==> src/rtl/four_bit_down_counter_pkg.sv <==
// Shared constants for the 4-bit down counter and its bit-slice stage.
package four_bit_down_counter_pkg;

   localparam int          CNT_W    = 4;
   localparam logic [3:0]  CNT_ONES = 4'hF;
   localparam logic [3:0]  CNT_ZERO = 4'h0;

   // True when a count value sits at terminal count.
   function automatic logic is_zero(input logic [CNT_W-1:0] value);
      return (value == CNT_ZERO);
   endfunction

endpackage

==> src/rtl/four_bit_down_counter_down_tff.sv <==
// One bit of the down counter: a toggle flip-flop with synchronous reset and
// parallel load, plus the borrow ripple to the next more-significant bit.
module down_tff_stage (
   input  logic clock,
   input  logic reset,
   input  logic load,
   input  logic load_bit,
   input  logic borrow_in,
   output logic q,
   output logic borrow_out
);

   // A bit toggles on a decrement once every lower bit is already 0.
   always_ff @(posedge clock) begin
      if (reset)
         q <= 1'b0;
      else if (load)
         q <= load_bit;
      else if (borrow_in)
         q <= ~q;
   end

   // The borrow continues upward only through bits that are 0.
   always_comb begin
      borrow_out = borrow_in & ~q;
   end

endmodule

==> src/rtl/four_bit_down_counter.sv <==
// Cascadable 4-bit down counter with a hidden reload register.
// At zero the count either reloads from the register or wraps to all-ones.
// output_borrow feeds count_enable of the next more-significant stage.
module four_bit_down_counter
   import four_bit_down_counter_pkg::*;
(
   input  logic             clock,
   input  logic             reset,
   input  logic             count_enable,
   input  logic             load,
   input  logic [CNT_W-1:0] D,
   input  logic             auto_reload,
   output logic [CNT_W-1:0] A,
   output logic             output_borrow
);

   logic [CNT_W-1:0] reload_q;
   logic [CNT_W:0]   borrow_chain;
   logic             at_zero;
   logic             zero_dec;
   logic             stage_load;
   logic [CNT_W-1:0] stage_value;

   // Decrement ripple enters the LSB directly from count_enable.
   always_comb begin
      borrow_chain[0] = count_enable;
   end

   genvar gi;
   generate
      for (gi = 0; gi < CNT_W; gi++) begin : g_bit
         down_tff_stage u_stage (
            .clock      (clock),
            .reset      (reset),
            .load       (stage_load),
            .load_bit   (stage_value[gi]),
            .borrow_in  (borrow_chain[gi]),
            .q          (A[gi]),
            .borrow_out (borrow_chain[gi+1])
         );
      end
   endgenerate

   // Reload register tracks the most recent parallel-load value.
   always_ff @(posedge clock) begin
      if (reset)
         reload_q <= CNT_ZERO;
      else if (load)
         reload_q <= D;
   end

   // Zero-crossing handling: a decrement at zero is turned into a load of
   // either the reload value or all-ones, so auto_reload matters only then.
   always_comb begin
      at_zero     = is_zero(A);
      zero_dec    = count_enable & at_zero & ~load;
      stage_load  = load | zero_dec;
      if (load)
         stage_value = D;
      else if (auto_reload)
         stage_value = reload_q;
      else
         stage_value = CNT_ONES;
   end

   // Terminal-count borrow, suppressed while loading or in reset.
   always_comb begin
      output_borrow = borrow_chain[CNT_W] & ~load & ~reset;
   end

endmodule

==> config.mk <==
export PLATFORM = sky130hd
export DESIGN_NAME = four_bit_down_counter
export DESIGN_NICKNAME = d
export VERILOG_FILES = /design/src/rtl/four_bit_down_counter_pkg.sv /design/src/rtl/four_bit_down_counter_down_tff.sv /design/src/rtl/four_bit_down_counter.sv
export SDC_FILE = /design/constraint.sdc
export NUM_CORES = 1
export LEC_CHECK = 0
export BUFFER_PORTS_ARGS = -buffer_cell sky130_fd_sc_hd__buf_2
export CAP_MARGIN = 15
export CELL_PAD_IN_SITES_DETAIL_PLACEMENT = 0
export CELL_PAD_IN_SITES_GLOBAL_PLACEMENT = 1
export CORE_AREA = 2 2 39 41
export CTS_BUF_LIST = sky130_fd_sc_hd__clkbuf_8
export CTS_CLUSTER_DIAMETER = 150
export DETAILED_ROUTE_END_ITERATION = 16
export DIE_AREA = 0 0 41 43
export GPL_ROUTABILITY_DRIVEN = 0
export PLACE_DENSITY = 0.72
export SYNTH_ARGS = -nofsm -noshare
export SYNTH_HDL_FRONTEND = slang
export SYNTH_SLANG_ARGS = --single-unit
export TNS_END_PERCENT = 30
==> constraint.sdc <==
create_clock -name clock -period 3.65 [get_ports clock]
set_input_delay 0.365 -clock clock [delete_from_list [all_inputs] [get_ports clock]]
set_output_delay 0.365 -clock clock [all_outputs]
set_load 0.01 [all_outputs]
==> metrics.csv <==
stage,metric,value,unit
critical_path,critical_path.n_buffers_inverters,1,
clock_tree,buffer_type_at_the_clock_tree_root,sky130_fd_sc_hd__clkbuf_8,
yosys,synthArstFlopShare,0,
floorplanning,start_util,0.301,
yosys,ys_warn_count,0,
floorplanning,num_rows,14,
cells_and_area,final_common_cell,sky130_fd_sc_hd__buf_2,
critical_path,slowest_delay,570,ps
clock_tree,clock_tree_from_tritoncts,yes,
floorplanning,num_io_pins,14,
critical_path,worst_setup_path_start_kind,flip-flop,
yosys,compound_gate_fraction_of_synth_area,0.216,
sta,part_of_the_cycle_the_worst_path_needs,0.504,
detailed_routing,detail_route.wirelength.met1,365,um
clock_tree,clock_insertion_delay_worst_skew,220,ps
grt,vias_in_the_first_global_route,309,
floorplanning,core,1380,um^2
sta,finalSetupViolCount,0,
clock_tree,clockBufferDepth,2,
cells_and_area,post_layout_nonfiller_instances,72,
yosys,synth_edf_count,0,
worst_hold_path,hold_path_class,in -> reg,
yosys,synth.avg_cell_area,9.06,um^2
cells_and_area,post_route_cells_drive_above_1_share,0.357,
grt,grt_first_pass_wirelength,1230,um
yosys,synthMuxAreaShare,0.0721,
grt,antenna_found_initial,0,
worst_hold_path,hp-start,D[2],
yosys,synth_top_family_by_area,compound AO/OA/AOI/OAI gates,
floorplanning,die_height,43,um
sta,rsz_0062_raised_after_global_routing,no,
sta,setup_tns,0,ps
clock_tree,cts_made_buffers,3,
sta,timing.final.crit_period,1840,ps
detailed_routing,detailroute.via_count,332,
placed_design,dp_hpwl,583,um
clock_tree,cts_setup_buffers,0,
critical_path,crit_path_cell_trace,"or4b_4, nor4_1, buf_2",
detailed_routing,remaining_drc_errors,0,
critical_path,r2r_cells,3,
detailed_routing,viasPerCell,4.61,
sta,hold_viol,0,
cells_and_area,syn_to_final_growth,19.5,%
floorplanning,floorplan.die.width,41,um
critical_path,r2r-start,g_bit[0].u_stage.q$_SDFFE_PP0P_,
detailed_routing,highest_layer,met3,
yosys,number_of_library_cell_types_mapped_by_synthesis,20,
worst_hold_path,worstHoldPathCells,3,
yosys,synth_area,417,um^2
sta,finalClockSkew,1.11,ps
job,cap_viol_max_count,0,
yosys,post_synth_xor_area_fraction,0.0210,
detailed_routing,wl,753,um
detailed_routing,dr_wl_met2,342,um
power,static-leakage-power,0.239,nW
cells_and_area,filler_cell_count,155,
power,vdd_ir_drop_max,0.203,mV
floorplanning,floorplan.die_area,1760,um^2
detailed_routing,detail-route-antenna-nets,0,
grt,grt_usage,0.104,
detailed_routing,met3RoutedLength,46,um
sta,worst-slew-pin-transition,301,ps
clock_tree,cts_resized,0,
yosys,yosys.area_share.simple,0.153,
placed_design,port-buffer-count,13,
yosys,netlist_instances,46,
cells_and_area,final_net_count,67,
yosys,synth-adder-area-share,0,
sta,slew-limit-headroom,0.797,
critical_path,crit_type,reg -> out,
clock_tree,htree_levels,1,
clock_tree,clkSlewWorstSetupHoldPaths,40,ps
critical_path,timing.critical_path.slowest_stage_cell,sky130_fd_sc_hd__or4b_4,
grt,grt_start_max_net_pins,11,
yosys,synth_seq_area_share,0.384,
critical_path,worst_r2r_setup_slack,2170,ps
sta,final-max-slew-violation-count,0,
worst_hold_path,whs_endpoint,reload_q[2]$_SDFFE_PP0P_,
detailed_routing,route.detailed.wl_per_inst,10.5,um
critical_path,worst_setup_path_startpoint,g_bit[0].u_stage.q$_SDFFE_PP0P_,
run_status,status,"complete, no violations",
placed_design,post-place-cells,69,
critical_path,cp_num_cells,3,
sta,max_freq,0.544,GHz
critical_path,critical_path_peak_fanout,5,
clock_tree,ctsHoldBuffers,0,
critical_path,timing.rr.end,g_bit[0].u_stage.q$_SDFFE_PP0P_,
critical_path,endpoint_kind,output port,
detailed_routing,dr_iter_0_viols,5,
yosys,syn_nets,55,
cells_and_area,most-common-layout-cells,"sky130_fd_sc_hd__buf_2, sky130_fd_sc_hd__dfxtp_1, sky130_fd_sc_hd__inv_1",
critical_path,cp.arrival,1470,ps
yosys,synth-main-ff-cell,sky130_fd_sc_hd__dfxtp_1,
power,power_per_cell_area,474,nW/um^2
detailed_routing,dr.pass1.iters,4,
yosys,synth_seq_cells,8,
clock_tree,cts_num_sinks,8,
cells_and_area,diodes,0,
grt,gr-total-overflow,0,
critical_path,critical_path.top_delay_family,simple AND/OR/NAND/NOR gates,
critical_path,worst_ep_required,3280,ps
layer usage:
layer,vias up,track usage
met1,142,0.143
met2,10,0.138
met4,0,0.0400
li1,180,-
met5,-,0
met3,0,0.0471
worst reg2reg max path, stage by stage (launching register included):
cell and delay (ps):
sky130_fd_sc_hd__dfxtp_1 330, sky130_fd_sc_hd__or4b_4 570, sky130_fd_sc_hd__o311ai_0 340, sky130_fd_sc_hd__a21oi_1 120
power by group:
group / switching (mW) / total, mW / leakage [nW] / internal (mW)
Combinational: 0.0168 / 0.0340 / 0.151 / 0.0171
Sequential: 0.00468 / 0.0988 / 0.0663 / 0.0941
Clock: 0.0320 / 0.103 / 0.0216 / 0.0712
Total: 0.0535 / 0.236 / 0.239 / 0.182
cell type report:
class,instances,area [um^2],area share
well taps,16,20.0,0.0402
repair buffers,13,65.1,0.131
inverters,5,18.8,0.0377
multi-input cells,27,193,0.387
flip-flops and latches,8,160,0.322
clock buffers,3,41.3,0.0829
synthesized netlist by cell type, drive strengths merged (2+ instances only):
cell type / number / area, um^2
nor2: 4 / 15.0
nand2: 2 / 7.51
inv: 5 / 18.8
a221oi: 2 / 23.8
o21bai: 2 / 15.0
a21oi: 4 / 20.0
dfxtp: 8 / 160
mux2i: 3 / 30.0
buf: 6 / 45.0
registers in the layout, summed over array words and instances, names as in the netlist:
| register | count |
|---|---|
| reload_q | 4 |
| g_bit.u_stage.q | 4 |
metrics by stage:
step	power (mW)	util	worst slack [ps]	area, um^2	hold slack [ps]
2_1_floorplan	0.128	-	2040	417	440
3_3_place_gp	0.135	0.330	1980	457	451
3_5_place_dp	0.135	0.330	1960	457	461
4_1_cts	0.242	0.360	1790	498	396
5_1_grt	0.251	0.360	1710	498	417
6_report	0.236	0.360	1810	498	397
worst max-delay path by stage:
| stage | to |
|---|---|
| global route | output_borrow |
| global placement | output_borrow |
| finish | output_borrow |
| detailed placement | output_borrow |
| CTS | output_borrow |
| floorplan | output_borrow |
cells by family after synthesis:
kind of cell / after synthesis
AO/OA/AOI/OAI: 12
AND/OR/NAND/NOR: 11
buffers and inverters: 11
flip-flops: 8
multiplexers: 3
XOR/XNOR: 1
No activity file was read; power rests on OpenSTA's default activity.
